$ cat src/rtl/pixel_gen_layered_pkg.sv
// Shared types and constants for the layered flappy-bird pixel generator:
// display FSM encoding, palette and the IDLE start-box bounds.
package pixel_gen_pkg;

  typedef enum logic [1:0] {
    ST_IDLE = 2'd0,
    ST_PLAY = 2'd1,
    ST_HIT  = 2'd2
  } state_t;

  typedef struct packed {
    logic [3:0] r;
    logic [3:0] g;
    logic [3:0] b;
  } rgb_t;

  localparam rgb_t COL_BLACK  = 12'h000;
  localparam rgb_t COL_SKY    = 12'h4AF;
  localparam rgb_t COL_GROUND = 12'h852;
  localparam rgb_t COL_PIPE   = 12'h0C0;
  localparam rgb_t COL_BIRD   = 12'hFF0;
  localparam rgb_t COL_BOX    = 12'hFFF;
  localparam rgb_t COL_FLASH  = 12'hF00;

  // Start box, inclusive on all four edges
  localparam int BOX_X0 = 100;
  localparam int BOX_X1 = 540;
  localparam int BOX_Y0 = 80;
  localparam int BOX_Y1 = 400;

endpackage

$ cat src/rtl/pixel_gen_layered_if.sv
// Pixel-stream bundle between the VGA sync/game logic and the layered pixel generator.
interface pixel_gen_layered_if #(
  parameter int NUM_PIPES = 3
);
  logic                    start;
  logic                    video_on;
  logic [9:0]              pixel_x;
  logic [9:0]              pixel_y;
  logic [9:0]              bird_x;
  logic [9:0]              bird_y;
  logic [10*NUM_PIPES-1:0] pipe_x;
  logic [10*NUM_PIPES-1:0] pipe_gap_y;
  logic [3:0]              red;
  logic [3:0]              green;
  logic [3:0]              blue;
  logic                    collision;
  logic [1:0]              state;

  modport master (
    output start, video_on, pixel_x, pixel_y, bird_x, bird_y, pipe_x, pipe_gap_y,
    input  red, green, blue, collision, state
  );

  modport slave (
    input  start, video_on, pixel_x, pixel_y, bird_x, bird_y, pipe_x, pipe_gap_y,
    output red, green, blue, collision, state
  );
endinterface

$ cat src/rtl/pixel_gen_layered_rect_hit.sv
// Half-open rectangle test, lo <= p < hi on both axes. Bounds are 11 bits so
// objects whose right/bottom edge passes 1023 never wrap back onto column/row 0.
module pixel_rect_hit (
  input  logic [9:0]  x,
  input  logic [9:0]  y,
  input  logic [10:0] x_lo,
  input  logic [10:0] x_hi,
  input  logic [10:0] y_lo,
  input  logic [10:0] y_hi,
  output logic        hit
);
  logic [10:0] x_e;
  logic [10:0] y_e;

  assign x_e = {1'b0, x};
  assign y_e = {1'b0, y};
  assign hit = (x_e >= x_lo) && (x_e < x_hi) && (y_e >= y_lo) && (y_e < y_hi);
endmodule

$ cat src/rtl/pixel_gen_layered.sv
// Layered sky/ground/pipes/bird renderer with IDLE/PLAY/HIT display FSM and
// per-frame collision flag. Two-cycle pipeline: hit flags, then colour mux.
module pixel_gen_layered
  import pixel_gen_pkg::*;
#(
  parameter int NUM_PIPES    = 3,
  parameter int PIPE_W       = 60,
  parameter int GAP_H        = 120,
  parameter int BIRD_SIZE    = 16,
  parameter int GROUND_Y     = 440,
  parameter int H_VIS        = 640,
  parameter int V_VIS        = 480,
  parameter int FLASH_FRAMES = 30
) (
  input  logic               clk_div,
  input  logic               reset,
  pixel_gen_layered_if.slave bus
);
  localparam int CW = (FLASH_FRAMES > 1) ? $clog2(FLASH_FRAMES) : 1;

  logic frame_start;
  logic frame_end;

  assign frame_start = (bus.pixel_x == 10'd0) && (bus.pixel_y == 10'd0);
  assign frame_end   = (bus.pixel_x == 10'(H_VIS - 1)) && (bus.pixel_y == 10'(V_VIS - 1));

  logic [9:0]              sh_bird_x, sh_bird_y;
  logic [10*NUM_PIPES-1:0] sh_pipe_x, sh_gap_y;

  always_ff @(posedge clk_div or posedge reset) begin
    if (reset) begin
      sh_bird_x <= '0;
      sh_bird_y <= '0;
      sh_pipe_x <= '0;
      sh_gap_y  <= '0;
    end else if (frame_start) begin
      sh_bird_x <= bus.bird_x;
      sh_bird_y <= bus.bird_y;
      sh_pipe_x <= bus.pipe_x;
      sh_gap_y  <= bus.pipe_gap_y;
    end
  end

  // Pixel (0,0) already belongs to the new frame, so it sees the values being latched
  logic [9:0]              eff_bird_x, eff_bird_y;
  logic [10*NUM_PIPES-1:0] eff_pipe_x, eff_gap_y;

  assign eff_bird_x = frame_start ? bus.bird_x     : sh_bird_x;
  assign eff_bird_y = frame_start ? bus.bird_y     : sh_bird_y;
  assign eff_pipe_x = frame_start ? bus.pipe_x     : sh_pipe_x;
  assign eff_gap_y  = frame_start ? bus.pipe_gap_y : sh_gap_y;

  logic                 bird_c;
  logic                 ground_c;
  logic                 box_c;
  logic [NUM_PIPES-1:0] pipe_c;

  pixel_rect_hit u_bird (
    .x    (bus.pixel_x),
    .y    (bus.pixel_y),
    .x_lo ({1'b0, eff_bird_x}),
    .x_hi ({1'b0, eff_bird_x} + 11'(BIRD_SIZE)),
    .y_lo ({1'b0, eff_bird_y}),
    .y_hi ({1'b0, eff_bird_y} + 11'(BIRD_SIZE)),
    .hit  (bird_c)
  );

  pixel_rect_hit u_ground (
    .x    (bus.pixel_x),
    .y    (bus.pixel_y),
    .x_lo (11'd0),
    .x_hi (11'h7FF),
    .y_lo (11'(GROUND_Y)),
    .y_hi (11'h7FF),
    .hit  (ground_c)
  );

  for (genvar gi = 0; gi < NUM_PIPES; gi++) begin : g_pipe
    logic [10:0] px_lo, px_hi, gap_lo, gap_hi, top_hi;
    logic        hit_top, hit_bot;

    assign px_lo  = {1'b0, eff_pipe_x[10*gi +: 10]};
    assign px_hi  = px_lo + 11'(PIPE_W);
    assign gap_lo = {1'b0, eff_gap_y[10*gi +: 10]};
    assign gap_hi = gap_lo + 11'(GAP_H);
    // Top half stops at the ground even if the gap starts below it
    assign top_hi = (gap_lo < 11'(GROUND_Y)) ? gap_lo : 11'(GROUND_Y);

    pixel_rect_hit u_top (
      .x    (bus.pixel_x),
      .y    (bus.pixel_y),
      .x_lo (px_lo),
      .x_hi (px_hi),
      .y_lo (11'd0),
      .y_hi (top_hi),
      .hit  (hit_top)
    );

    pixel_rect_hit u_bot (
      .x    (bus.pixel_x),
      .y    (bus.pixel_y),
      .x_lo (px_lo),
      .x_hi (px_hi),
      .y_lo (gap_hi),
      .y_hi (11'(GROUND_Y)),
      .hit  (hit_bot)
    );

    assign pipe_c[gi] = hit_top | hit_bot;
  end

  assign box_c = (bus.pixel_x >= 10'(BOX_X0)) && (bus.pixel_x <= 10'(BOX_X1)) &&
                 (bus.pixel_y >= 10'(BOX_Y0)) && (bus.pixel_y <= 10'(BOX_Y1));

  state_t         state_q;
  logic [CW-1:0]  flash_cnt;
  logic           sticky;
  logic           collision_q;

  logic                 bird_s1, ground_s1, vid_s1, box_s1, flash_s1;
  logic [NUM_PIPES-1:0] pipe_s1;
  state_t               state_s1;

  always_ff @(posedge clk_div or posedge reset) begin
    if (reset) begin
      bird_s1   <= 1'b0;
      pipe_s1   <= '0;
      ground_s1 <= 1'b0;
      vid_s1    <= 1'b0;
      box_s1    <= 1'b0;
      flash_s1  <= 1'b0;
      state_s1  <= ST_IDLE;
    end else begin
      bird_s1   <= bird_c;
      pipe_s1   <= pipe_c;
      ground_s1 <= ground_c;
      vid_s1    <= bus.video_on;
      box_s1    <= box_c;
      flash_s1  <= (state_q == ST_HIT) && !flash_cnt[0];
      state_s1  <= state_q;
    end
  end

  rgb_t col_c;
  rgb_t rgb_q;

  always_comb begin
    col_c = COL_BLACK;
    if (vid_s1) begin
      if (state_s1 == ST_PLAY || state_s1 == ST_HIT) begin
        if (bird_s1)        col_c = flash_s1 ? COL_FLASH : COL_BIRD;
        else if (|pipe_s1)  col_c = flash_s1 ? COL_FLASH : COL_PIPE;
        else if (ground_s1) col_c = COL_GROUND;
        else                col_c = COL_SKY;
      end else begin
        col_c = box_s1 ? COL_BOX : COL_SKY;
      end
    end
  end

  always_ff @(posedge clk_div or posedge reset) begin
    if (reset) rgb_q <= COL_BLACK;
    else       rgb_q <= col_c;
  end

  // A hit on the pixel just before frame_end still counts toward this frame
  logic hit_now;
  assign hit_now = vid_s1 && bird_s1 && ((|pipe_s1) || ground_s1);

  always_ff @(posedge clk_div or posedge reset) begin
    if (reset) begin
      state_q     <= ST_IDLE;
      flash_cnt   <= '0;
      sticky      <= 1'b0;
      collision_q <= 1'b0;
    end else begin
      collision_q <= 1'b0;
      case (state_q)
        ST_IDLE: begin
          sticky <= 1'b0;
          if (frame_start && bus.start) state_q <= ST_PLAY;
        end
        ST_PLAY: begin
          if (frame_end && (sticky || hit_now)) begin
            collision_q <= 1'b1;
            sticky      <= 1'b0;
            flash_cnt   <= '0;
            state_q     <= ST_HIT;
          end else if (hit_now) begin
            sticky <= 1'b1;
          end
        end
        ST_HIT: begin
          if (frame_end) begin
            if (flash_cnt == CW'(FLASH_FRAMES - 1)) begin
              flash_cnt <= '0;
              state_q   <= ST_IDLE;
            end else begin
              flash_cnt <= flash_cnt + CW'(1);
            end
          end
        end
        default: state_q <= ST_IDLE;
      endcase
    end
  end

  assign bus.red       = rgb_q.r;
  assign bus.green     = rgb_q.g;
  assign bus.blue      = rgb_q.b;
  assign bus.collision = collision_q;
  assign bus.state     = state_q;

endmodule
$ cat src/flat_wrapper.sv
// flat-port wrapper written by rule: the top's interface ports become plain ports
module pixel_gen_layered_flat import pixel_gen_pkg::*;
#(
  parameter int NUM_PIPES    = 3,
  parameter int PIPE_W       = 60,
  parameter int GAP_H        = 120,
  parameter int BIRD_SIZE    = 16,
  parameter int GROUND_Y     = 440,
  parameter int H_VIS        = 640,
  parameter int V_VIS        = 480,
  parameter int FLASH_FRAMES = 30
)
  (clk_div, reset, bus_start, bus_video_on, bus_pixel_x, bus_pixel_y, bus_bird_x, bus_bird_y, bus_pipe_x, bus_pipe_gap_y, bus_red, bus_green, bus_blue, bus_collision, bus_state);
  pixel_gen_layered_if #(.NUM_PIPES(NUM_PIPES)) bus_i ();
  input  logic clk_div;
  input  logic reset;
  input wire logic [$bits(bus_i.start)-1:0] bus_start;
  input wire logic [$bits(bus_i.video_on)-1:0] bus_video_on;
  input wire logic [$bits(bus_i.pixel_x)-1:0] bus_pixel_x;
  input wire logic [$bits(bus_i.pixel_y)-1:0] bus_pixel_y;
  input wire logic [$bits(bus_i.bird_x)-1:0] bus_bird_x;
  input wire logic [$bits(bus_i.bird_y)-1:0] bus_bird_y;
  input wire logic [$bits(bus_i.pipe_x)-1:0] bus_pipe_x;
  input wire logic [$bits(bus_i.pipe_gap_y)-1:0] bus_pipe_gap_y;
  output wire logic [$bits(bus_i.red)-1:0] bus_red;
  output wire logic [$bits(bus_i.green)-1:0] bus_green;
  output wire logic [$bits(bus_i.blue)-1:0] bus_blue;
  output wire logic [$bits(bus_i.collision)-1:0] bus_collision;
  output wire logic [$bits(bus_i.state)-1:0] bus_state;
  assign bus_i.start = bus_start;
  assign bus_i.video_on = bus_video_on;
  assign bus_i.pixel_x = bus_pixel_x;
  assign bus_i.pixel_y = bus_pixel_y;
  assign bus_i.bird_x = bus_bird_x;
  assign bus_i.bird_y = bus_bird_y;
  assign bus_i.pipe_x = bus_pipe_x;
  assign bus_i.pipe_gap_y = bus_pipe_gap_y;
  assign bus_red = bus_i.red;
  assign bus_green = bus_i.green;
  assign bus_blue = bus_i.blue;
  assign bus_collision = bus_i.collision;
  assign bus_state = bus_i.state;
  pixel_gen_layered #(.NUM_PIPES(NUM_PIPES), .PIPE_W(PIPE_W), .GAP_H(GAP_H), .BIRD_SIZE(BIRD_SIZE), .GROUND_Y(GROUND_Y), .H_VIS(H_VIS), .V_VIS(V_VIS), .FLASH_FRAMES(FLASH_FRAMES)) u_core (.clk_div(clk_div), .reset(reset), .bus(bus_i));
endmodule
$ cat config.mk
export PLATFORM = sky130hd
export DESIGN_NAME = pixel_gen_layered_flat
export DESIGN_NICKNAME = d
export VERILOG_FILES = /design/src/rtl/pixel_gen_layered_pkg.sv /design/src/rtl/pixel_gen_layered_if.sv /design/src/rtl/pixel_gen_layered_rect_hit.sv /design/src/rtl/pixel_gen_layered.sv /design/src/flat_wrapper.sv
export SDC_FILE = /design/constraint.sdc
export NUM_CORES = 1
export LEC_CHECK = 0
export BUFFER_PORTS_ARGS = -buffer_cell sky130_fd_sc_hd__buf_2
export CAP_MARGIN = 20
export CORE_ASPECT_RATIO = 1.1
export CORE_MARGIN = 4
export CORE_UTILIZATION = 32
export CTS_CLUSTER_SIZE = 25
export DETAILED_ROUTE_END_ITERATION = 16
export HOLD_SLACK_MARGIN = 0.05
export PLACE_DENSITY = 0.47
export SYNTH_ARGS = -nofsm -noshare
export SYNTH_HDL_FRONTEND = slang
export SYNTH_SLANG_ARGS = --single-unit
$ cat constraint.sdc
create_clock -name clk_div -period 5.8 [get_ports clk_div]
set_clock_uncertainty 0.1 [all_clocks]
set_input_delay 0.87 -clock clk_div [delete_from_list [all_inputs] [get_ports clk_div]]
set_output_delay 0.87 -clock clk_div [all_outputs]
set_load 0.05 [all_outputs]
==> impl_summary.txt, run 1 <==
----------------------------------------------------
[GRT]
  Number of antenna violations at the first check in global routing ... 0
  Maximum number of pins on one net before global-route repair ... between 70 and 80
  Total congestion overflow ... 0
  First-pass GRT wire length ... 42,000 um
  Global-route total usage across every layer ... between 10% and 20%
  Via count of the first global-routing pass ... roughly 7,700

[Clock tree]
  Post-CTS Hold Fix Bufs ... 0
  Post-CTS setup-driven buffer insertion count ... 0
  Number of H-tree levels ... 3
  Inserted Clock Buffers ... 9
  Buffer cell driving the clock tree root ... clkbuf_16
  Number of sinks on the clock net ... ~110
  Worst-path clk slew ... around 90 ps
  Later-pin clock latency in the skew report ... roughly 360 ps
  CTS resizes ... 0
  Maximum buffer depth of the clock tree ... 2
  TritonCTS clock tree ... built

[Placed design]
  Post-DP Area ... roughly 10,000 um^2
  Pre-CTS setup slack ... around 44 ps
  Count of input and output buffers ... ~120
  Placer congestion estimate ... 0.808
  Final HPWL from detailed placement ... 20,800 um

[Worst setup path]
  Kind of end point of the critical path ... flop
  Arrival time of the worst setup path ... between 5000 and 6000 ps
  Launching point of the worst reg2reg path ... u_core.sh_gap_y[6]
  Number of cells on the worst reg-to-reg path ... 12
  WP data required ... approximately 6000 ps
  Class of the most critical setup path ... in2reg
  Worst R2R Setup Slack ... about 2300 ps
  Capture point of the worst reg-to-reg path ... u_core.pipe_s1[0]
  Largest fanout on the critical path ... 25
  Worst setup SP type ... primary input

[Floorplanning]
  Placeable core region ... between 20,000 and 30,000 um^2
  Die footprint ... slightly above 30,000 um^2
  Starting density of the core ... roughly a third
  Number of core rows ... 63
  Horizontal die dimension ... between 150 and 200 um
  DIE HEIGHT ... about 180 um
  Top Ports ... about 120

[Timing]
  Setup violators final ... 0
  Pins over their slew limit ... 0
  Worst slew slack as a fraction of its limit ... roughly half
  Maximum operating frequency ... 0.198 GHz
  Fraction of the cycle the final worst path needs ... 87.2%
  Setup repair after global routing missed its margin ... false
  Setup TNS Final ... 0 ps
  Minimum clock period ... about 5100 ps
  Worst hold slack across all endpoints ... roughly 310 ps
  Final worst setup slack ... approximately 740 ps
  Tightest Pin Transition ... 765 ps
  Total count of hold-check failures in the final report ... 0

[Detailed routing]
  Total via count after detailed routing ... 7,456
  Average wire per cell in the routed design ... 18.4 um
  DRC errors left ... 0
  DR iter-0 viols ... between 300 and 400
  ANT nets after route ... 0
  Via density per instance ... ~5
  Detailed Route WL ... around 27,000 um
  DRT Pass-1 Iters ... 4

[Synthesis]
  Fraction of the yosys area taken by sequential cells ... a little under a third
  Mean post-synth cell area ... 9.30 um^2
  Number of warnings reported in the yosys synthesis log ... 0
  Prevailing post-synth register cell ... dfrtp_1
  Unique masters post-synth ... 73
  Post-synthesis cell count ... approximately 960
  Total of flip-flops plus latches after synthesis ... approximately 110
  Proportion of register bits with asynchronous set or reset after synthesis ... 100%
  Cell area after technology mapping ... between 8000 and 9000 um^2
  Number of enable flip-flop cells after synthesis ... 0

[Cells and area]
  ANT cells ... 0
  Syn-to-layout area delta ... 16.1%
  Cell area after layout ... 10,400 um^2
  Total of fill cells in the finished design ... about 2,800
  Leading cell type in the layout, fill and taps excluded ... ha_1
  Number of nets in the layout ... 1,347
  Most frequent cells in the layout ... 150 x ha_1, 119 x buf_2, 108 x dfrtp_1
  Core Util, Final ... approximately two fifths
  Share of post-route cells with drive strength above 1 ... between 15 and 20%

[Power]
  Max IR drop VDD ... about 0.00010 V
  Ratio of total power to cell area ... around 160 nW/um^2
  Reported leakage power ... roughly 5.6 nW

[Hold path]
  Type of the tightest min-delay check ... in2async

[Run status]
  Run status ... complete, no violations

[Job]
  Maximum Capacitance Violations ... 0

----------------------------------------------------
## registers in the layout, summed over array words and instances, names as in the netlist, 3 cells and up
signal / cells
u_core.sh_bird_x: 10
u_core.pipe_s1: 3
u_core.bus.red: 3
u_core.bus.green: 4
u_core.sh_bird_y: 10
u_core.sh_pipe_x: 30
u_core.sh_gap_y: 30
u_core.flash_cnt: 5
## routing by layer
| metal | share of wire [%] | global-route usage, % | up-vias |
|---|---|---|---|
| met2 | 48 | 30.0 | 167 |
| met1 | 46 | 22.7 | 3513 |
| li1 | - | - | 3740 |
| met4 | 2.5 | 5.16 | 0 |
| met3 | 3.9 | 2.41 | 36 |
| met5 | 0 | 0 | - |
## where the power goes
part | leakage [nW] | internal [mW] | switching [mW]
logic | 3.97 | 0.111 | 0.180
clock network | 0.146 | 0.309 | 0.341
registers | 1.47 | 0.762 | 0.00573
total | 5.59 | 1.18 | 0.527
## final cells by class
cell class / instances / area, um^2 / area share, %
clock buffers: 9 / 225 / 2.17
clock inverters: 7 / 80.1 / 0.773
inverters: 89 / 337 / 3.25
multi-input cells: 743 / 5770 / 55.7
flip-flops and latches: 108 / 2700 / 26.1
well taps: 357 / 447 / 4.31
repair buffers: 142 / 801 / 7.73
## worst max-delay path: stages
cell and delay, ps:
buf_2 180, or4_4 540, nor4_4 350, nand2_4 150
buf_4 310, mux2_2 380, a21oi_1 410, and2_1 200
ha_1 240, a21o_1 160, a21o_1 160, a21o_1 160
a2111oi_0 400, nor3_1 130, a2111oi_0 420, o211a_1 190
## cell families after synthesis
logic type | share of synthesized area, %
flops | 30.3
buf+inv | 5.22
compound gates | 15.9
fa+ha+maj | 21.0
other cells | 0.0420
simple gates | 16.4
xor+xnor | 4.52
mux | 6.62
## stage by stage
| step | power [mW] | std cells |
|---|---|---|
| 2_1_floorplan | 0.944 | 961 |
| 3_3_place_gp | 1.08 | 1437 |
| 3_5_place_dp | 1.07 | 1437 |
| 4_1_cts | 1.74 | 1453 |
| 5_1_grt | 1.80 | 1455 |
| 6_report | 1.71 | 1455 |
## synth_stat cells, types with 3 or more instances
master     instances  share of area (%)
o2111ai_1          4               0.39
a221oi_1           3               0.29
nor3_1            18                1.0
a22oi_1            5               0.42
dfrtp_1          108                 30
nand2b_1          17                1.2
inv_1             87                3.7
nor4_1             3               0.21
a21o_1            21                1.8
a32oi_1            3               0.29
a211o_1            4               0.39
o211ai_1           5               0.42
buf_2              6               0.34
nand3_1           29                1.6
xor2_1            14                1.4
a21oi_1           42                2.4
nand2_1           99                4.2
mux2i_2            3               0.46
xnor2_1           32                3.1
and4_1             3               0.29
o31ai_1            9               0.76
nor2b_1            8               0.56
o211a_1            3               0.34
buf_4              4               0.34
buf_6              4               0.50
mux2_2             7               0.88
nor2_1            45                1.9
a211oi_1           9               0.76
nand4_1           25                1.8
or4_1              5               0.42
or3_1              4               0.28
and2_1            12               0.84
a2111oi_0         10               0.98
a31o_2             3               0.29
o21a_1            18                1.5
mux2i_1           47                5.3
clkbuf_1           7               0.29
o21ai_0           34                1.9
ha_1             150                 21
## worst max path at each step
stage	end	slack, ps	start
2_1_floorplan	u_core.pipe_s1[2]	910	bus_pixel_y[3]
3_3_place_gp	u_core.pipe_s1[0]	60	bus_pixel_x[5]
3_5_place_dp	u_core.pipe_s1[0]	40	bus_pixel_x[5]
4_1_cts	u_core.pipe_s1[0]	430	bus_pixel_x[5]
5_1_grt	u_core.pipe_s1[0]	370	bus_pixel_y[1]
6_report	u_core.pipe_s1[0]	740	bus_pixel_y[1]
Power figures use the tool's default switching activity.
==> run 2, diff against run 1 <==
Settings changed: GPL_TIMING_DRIVEN set to 0.
==> impl_summary.txt, run 2 (synthesized netlist as in run 1, its figures left out) <==
----------------------------------------------------
[Cells and area]
  Leading cell type in the layout, fill and taps excluded ... ha_1
  ANT cells ... 0 (unchanged)
  Share of post-route cells with drive strength above 1 ... 17.2% (+0.031 points)
  Regs by FF count ... u_core.sh_gap_y (30), u_core.sh_pipe_x (30)
  Most frequent cells in the layout ... 150 x ha_1, 124 x buf_2, 108 x dfrtp_1
  Total of fill cells in the finished design ... 2,833 (+1.1%)
  Syn-to-layout area delta ... 15.8%
  Number of nets in the layout ... 1,345 (-0.15%)

[GRT]
  Number of antenna violations at the first check in global routing ... 0 (unchanged)
  First-pass GRT wire length ... 43,600 um (+3.7%)
  Total congestion overflow ... 0 (unchanged)
  Global-route total usage across every layer ... 18.2% (+0.83 points)
  Maximum number of pins on one net before global-route repair ... 80 (+2.6%)
  Via count of the first global-routing pass ... 7,796 (+0.67%)

[Timing]
  Minimum clock period ... 5380 ps (+320 ps)
  Fraction of the cycle the final worst path needs ... 92.7% (+5.5 points)
  Setup violators final ... 0 (unchanged)
  Total count of hold-check failures in the final report ... 0 (unchanged)
  Tightest Pin Transition ... 819 ps (+54.0 ps)
  Pins over their slew limit ... 0 (unchanged)
  Setup repair after global routing missed its margin ... false
  Maximum operating frequency ... 0.186 GHz (-6.0%)
  Setup TNS Final ... 0 ps (unchanged)
  Worst hold slack across all endpoints ... 351 ps (+37.9 ps)
  Worst slew slack as a fraction of its limit ... 44.9% (-3.6 points)

[Floorplanning]
  Starting density of the core ... 32.8% (unchanged)
  DIE HEIGHT ... 183 um (unchanged)
  Die footprint ... 30,600 um^2 (unchanged)
  Number of core rows ... 63 (unchanged)
  Placeable core region ... 27,200 um^2 (unchanged)
  Horizontal die dimension ... 167 um (unchanged)
  Top Ports ... 119 (unchanged)

[Detailed routing]
  ANT nets after route ... 0 (unchanged)
  Detailed Route WL ... 27,600 um (+3.1%)
  Total via count after detailed routing ... 7,521 (+0.87%)
  Via density per instance ... 5.18 (+1.0%)
  Average wire per cell in the routed design ... 19.0 um (+3.2%)
  DR iter-0 viols ... 434 (+20%)
  DRC errors left ... 0 (unchanged)
  DRT Pass-1 Iters ... 4 (unchanged)

[Worst setup path]
  Kind of end point of the critical path ... flop
  Largest fanout on the critical path ... 13 (-48%)
  Class of the most critical setup path ... in2reg
  WP data required ... 5910 ps (-90 ps)
  Arrival time of the worst setup path ... 5490 ps (+230 ps)
  Worst setup SP type ... primary input

[Placed design]
  Count of input and output buffers ... 118 (unchanged)
  Final HPWL from detailed placement ... 21,300 um (+2.3%)
  Placer congestion estimate ... 0.836 (+3.5%)

[Clock tree]
  Maximum buffer depth of the clock tree ... 2 (unchanged)
  Number of H-tree levels ... 3 (unchanged)
  Number of sinks on the clock net ... 108 (unchanged)
  Worst-path clk slew ... 80 ps (about the same)
  Post-CTS Hold Fix Bufs ... 0 (unchanged)
  Buffer cell driving the clock tree root ... clkbuf_16
  Later-pin clock latency in the skew report ... 370 ps (about the same)
  Inserted Clock Buffers ... 9 (unchanged)
  TritonCTS clock tree ... built

[Power]
  Reported leakage power ... 5.57 nW (-0.25%)
  Sum of internal, switching and leakage power ... 1.72 mW (+0.95%)
  Max IR drop VDD ... 0.000105 V (+1.1%)
  Ratio of total power to cell area ... 167 nW/um^2 (+1.2%)

[Run status]
  Run status ... complete, no violations

[Hold path]
  Type of the tightest min-delay check ... reg2reg

[Job]
  Maximum Capacitance Violations ... 0 (unchanged)

----------------------------------------------------
-- run 2: cell count changes in the layout (fill, tap and decap cells not counted), moves of 2 or more --
| cell | change |
|---|---|
| a2111oi_0 | -2 |
| a2111oi_2 | +2 |
| buf_2 | +5 |
| buf_4 | -16 |
| buf_6 | +4 |
| clkbuf_1 | +2 |
| clkbuf_2 | +4 |
| clkinv_8 | -2 |
-- run 2: through the flow --
| stage | cell area, um^2 | setup slack, ps | cells | util [%] |
|---|---|---|---|---|
| after floorplan | 8930 | 911 | 961 | - |
| after global placement | 9970 | -961 | 1436 | 36.7 |
| after detailed placement | 10000 | -921 | 1437 | 36.8 |
| after CTS | 10300 | 82.0 | 1453 | 37.9 |
| after global routing | 10300 | 128 | 1453 | 38.0 |
| final | 10300 | 424 | 1453 | 38.0 |
-- run 2: report_power, final --
| part | total [mW] | switching (mW) | internal [mW] |
|---|---|---|---|
| clock | 0.669 | 0.326 | 0.344 |
| sequential | 0.767 | 0.00522 | 0.762 |
| combinational | 0.288 | 0.181 | 0.108 |
| total | 1.72 | 0.511 | 1.21 |
-- run 2: critical path, cell delays in order --
cell and delay [ps]:
buf_2 230, or4_1 610, nor4_4 310, nand2_4 220, buf_6 230, clkbuf_2 310
clkbuf_2 320, clkbuf_2 310, nand2_1 130, nand2_1 80, ha_1 260, nand2b_1 150
a2111oi_2 420, nor2_1 150, o311ai_0 300, a41oi_1 180, o21ai_0 260, a221oi_2 140
-- run 2: final cells by class --
class / count / area (um^2) / area share, %
multi-input combinational: 743 / 5780 / 55.9
clock buffer: 9 / 225 / 2.18
sequential: 108 / 2700 / 26.2
clock inverter: 7 / 82.6 / 0.799
timing repair buffer: 120 / 626 / 6.05
buffer: 20 / 133 / 1.28
inverter: 89 / 339 / 3.28
tap: 357 / 447 / 4.32
-- run 2: what timing repair did --
action / 4_1_cts / 5_1_grt
endpoints found under the setup margin: 4 / 3
pin swaps: 1 / 0
buffers inserted: 1 / 0
resized for setup: 3 / 9
-- run 2: worst paths after layout --
kind,start,endpoint,slack (ps),depth (start not counted)
worst max-delay path,bus_pixel_y[5],u_core.pipe_s1[2],420,18
worst min-delay path,u_core.bus.state[1],u_core.state_s1[1],350,0
worst max register to register,u_core.sh_gap_y[5],u_core.pipe_s1[0],2100,12
worst min register to register,u_core.bus.state[1],u_core.state_s1[1],350,0
max in group asynchronous,reset,u_core.sh_pipe_x[10],4510,3
min in group asynchronous,reset,u_core.bus.blue[2],370,2
-- run 2: per-layer routing --
| metal | vias to the layer above | part of all wire, % | GRT usage [%] |
|---|---|---|---|
| met5 | - | 0 | 0 |
| met4 | 0 | 2.8 | 6.17 |
| met3 | 32 | 3.2 | 2.13 |
| met2 | 136 | 47 | 31.0 |
| met1 | 3626 | 47 | 24.1 |
| li1 | 3727 | - | - |
==> run 3, diff against run 2 <==
Settings changed: ABC_AREA set to 0, PLACE_DENSITY 0.47 to 0.48.
==> impl_summary.txt, run 3 (synthesized netlist as in run 1, its figures left out) <==
----------------------------------------------------
[GRT]
  Number of antenna violations at the first check in global routing ... 0 (unchanged)
  Via count of the first global-routing pass ... 7,877 (+1.0%)
  First-pass GRT wire length ... 43,200 um (-0.81%)
  Total congestion overflow ... 0 (unchanged)
  Maximum number of pins on one net before global-route repair ... 75 (-6.3%)
  Global-route total usage across every layer ... 17.9% (-0.30 points)

[Placed design]
  Count of input and output buffers ... 118 (unchanged)
  Pre-CTS setup slack ... -900 ps (+21.5 ps)
  Placer congestion estimate ... 0.826 (-1.2%)
  Final HPWL from detailed placement ... 21,200 um (-0.37%)

[Clock tree]
  Maximum buffer depth of the clock tree ... 2 (unchanged)
  Inserted Clock Buffers ... 9 (unchanged)
  Worst-path clk slew ... 80 ps (about the same)
  TritonCTS clock tree ... built
  Later-pin clock latency in the skew report ... 370 ps (about the same)
  Buffer cell driving the clock tree root ... clkbuf_16
  Number of sinks on the clock net ... 108 (unchanged)
  Number of H-tree levels ... 3 (unchanged)

[Timing]
  Tightest Pin Transition ... 784 ps (-35.6 ps)
  Worst hold slack across all endpoints ... 351 ps (-0.897 ps)
  Final worst setup slack ... 426 ps (+1.51 ps)
  Total count of hold-check failures in the final report ... 0 (unchanged)
  Minimum clock period ... 5370 ps (-1.51 ps)
  Setup repair after global routing missed its margin ... false
  Pins over their slew limit ... 0 (unchanged)
  Maximum operating frequency ... 0.186 GHz (about the same)
  Fraction of the cycle the final worst path needs ... 92.7% (about the same)
  Setup TNS Final ... 0 ps (unchanged)
  Worst slew slack as a fraction of its limit ... 47.3% (+2.4 points)
  Setup violators final ... 0 (unchanged)

[Worst setup path]
  Arrival time of the worst setup path ... 5500 ps (about the same)
  Buffering stage count on the worst path with inverters included ... 4 (-1)
  Kind of end point of the critical path ... flop
  Series of cell instances along the critical path ... buf_2 > or4_1 > nor4_4 > nand2_4 > buf_6 > clkbuf_1 > clkbuf_1 > nand2_1 > nand2_1 > ha_1 > nand2b_1 > a2111oi_0 > nor2_1 > o311ai_0 > a41oi_1 > o21ai_0 > a221oi_2
  Class of the most critical setup path ... in2reg
  WP data required ... 5920 ps (about the same)
  Master of the slowest instance on the critical path ... or4_1
  Cell family with the largest share of critical-path delay ... simple AND/OR/NAND/NOR gates
  Delay of the slowest cell on the worst path ... 610 ps (about the same)
  Worst setup SP type ... primary input
  Largest fanout on the critical path ... 19 (+6)

[Cells and area]
  Most frequent cells in the layout ... 150 x ha_1, 124 x buf_2, 108 x dfrtp_1
  Share of post-route cells with drive strength above 1 ... 16.8% (-0.44 points)
  Regs by FF count ... u_core.sh_gap_y (30), u_core.sh_pipe_x (30)
  Total area of multi-input combinational cells ... 5770 um^2 (-0.19%)
  Total of fill cells in the finished design ... 2,855 (+0.78%)
  Leading cell type in the layout, fill and taps excluded ... ha_1
  ANT cells ... 0 (unchanged)
  Sequential cell area ... 2700 um^2 (unchanged)
  Syn-to-layout area delta ... 15.4%
  Number of nets in the layout ... 1,344 (-0.074%)

[Floorplanning]
  Die footprint ... 30,600 um^2 (unchanged)
  DIE HEIGHT ... 183 um (unchanged)
  Number of core rows ... 63 (unchanged)
  Top Ports ... 119 (unchanged)
  Horizontal die dimension ... 167 um (unchanged)
  Placeable core region ... 27,200 um^2 (unchanged)
  Starting density of the core ... 32.8% (unchanged)

[Detailed routing]
  DRC errors left ... 0 (unchanged)
  ANT nets after route ... 0 (unchanged)
  DR iter-0 viols ... 286 (-34%)
  Detailed Route WL ... 27,200 um (-1.3%)
  DRT Pass-1 Iters ... 5 (+1)
  Average wire per cell in the routed design ... 18.7 um (-1.2%)
  Via density per instance ... 5.20 (+0.53%)
  Total via count after detailed routing ... 7,556 (+0.47%)

[Run status]
  Run status ... complete, no violations

[Hold path]
  Type of the tightest min-delay check ... reg2reg

[Power]
  Max IR drop VDD ... 0.0000991 V (-5.3%)
  Ratio of total power to cell area ... 164 nW/um^2 (-2.0%)
  Reported leakage power ... 5.55 nW (-0.32%)

[Job]
  Maximum Capacitance Violations ... 0 (unchanged)

----------------------------------------------------
## run 3: report_power, final
| part | switching (mW) | leakage [nW] | internal [mW] |
|---|---|---|---|
| clock | 0.328 | 0.142 | 0.304 |
| sequential | 0.00537 | 1.47 | 0.762 |
| combinational | 0.179 | 3.94 | 0.107 |
| total | 0.512 | 5.55 | 1.17 |
## run 3: metrics by stage
| stage | total power, mW | utilization, % | std cells | instance area (um^2) |
|---|---|---|---|---|
| 6_report | 1.69 | 37.9 | 1452 | 10300 |
| 5_1_grt | 1.78 | 37.9 | 1452 | 10300 |
| 4_1_cts | 1.71 | 37.9 | 1453 | 10300 |
| 3_5_place_dp | 1.07 | 36.8 | 1437 | 10000 |
| 3_3_place_gp | 1.07 | 36.7 | 1436 | 9970 |
| 2_1_floorplan | 0.944 | - | 961 | 8930 |
## run 3: final cells by class
cell class / count / share of cell area (%)
Multi-Input combinational cell: 743 / 56.0
Sequential cell: 108 / 26.2
Inverter: 89 / 3.29
Tap cell: 357 / 4.34
Timing Repair Buffer: 120 / 6.07
Clock buffer: 9 / 2.19
Buffer: 19 / 1.21
Clock inverter: 7 / 0.656
## run 3: routing by layer
metal	global-route usage (%)	vias to the layer above	routed length, um	share of wire [%]
met2	31.8	152	13400	49
met3	2.72	25	975	3.6
met5	0	-	0	0
met1	22.9	3647	12500	46
li1	-	3732	-	-
met4	4.29	0	358	1.3
## run 3: worst paths after layout
check | from | endpoint | slack [ps] | cells past startpoint
max reg2reg | u_core.sh_gap_y[5] | u_core.pipe_s1[0] | 2140 | 12
max in group asynchronous | reset | u_core.sh_gap_y[27] | 4520 | 3
min in group asynchronous | reset | u_core.bus.red[3] | 380 | 2
max | bus_pixel_y[5] | u_core.pipe_s1[2] | 430 | 17
min reg2reg | u_core.bus.state[1] | u_core.state_s1[1] | 350 | 0
min | u_core.bus.state[1] | u_core.state_s1[1] | 350 | 0
## run 3: repair_timing
item / 4_1_cts / 5_1_grt
resized for setup: 1 / 4
buffers inserted: 1 / 0
pin swaps: 1 / 0
hold buffers: 0 / 0
setup endpoints to repair: 4 / 3
endpoints found under the hold margin: 0 / 0
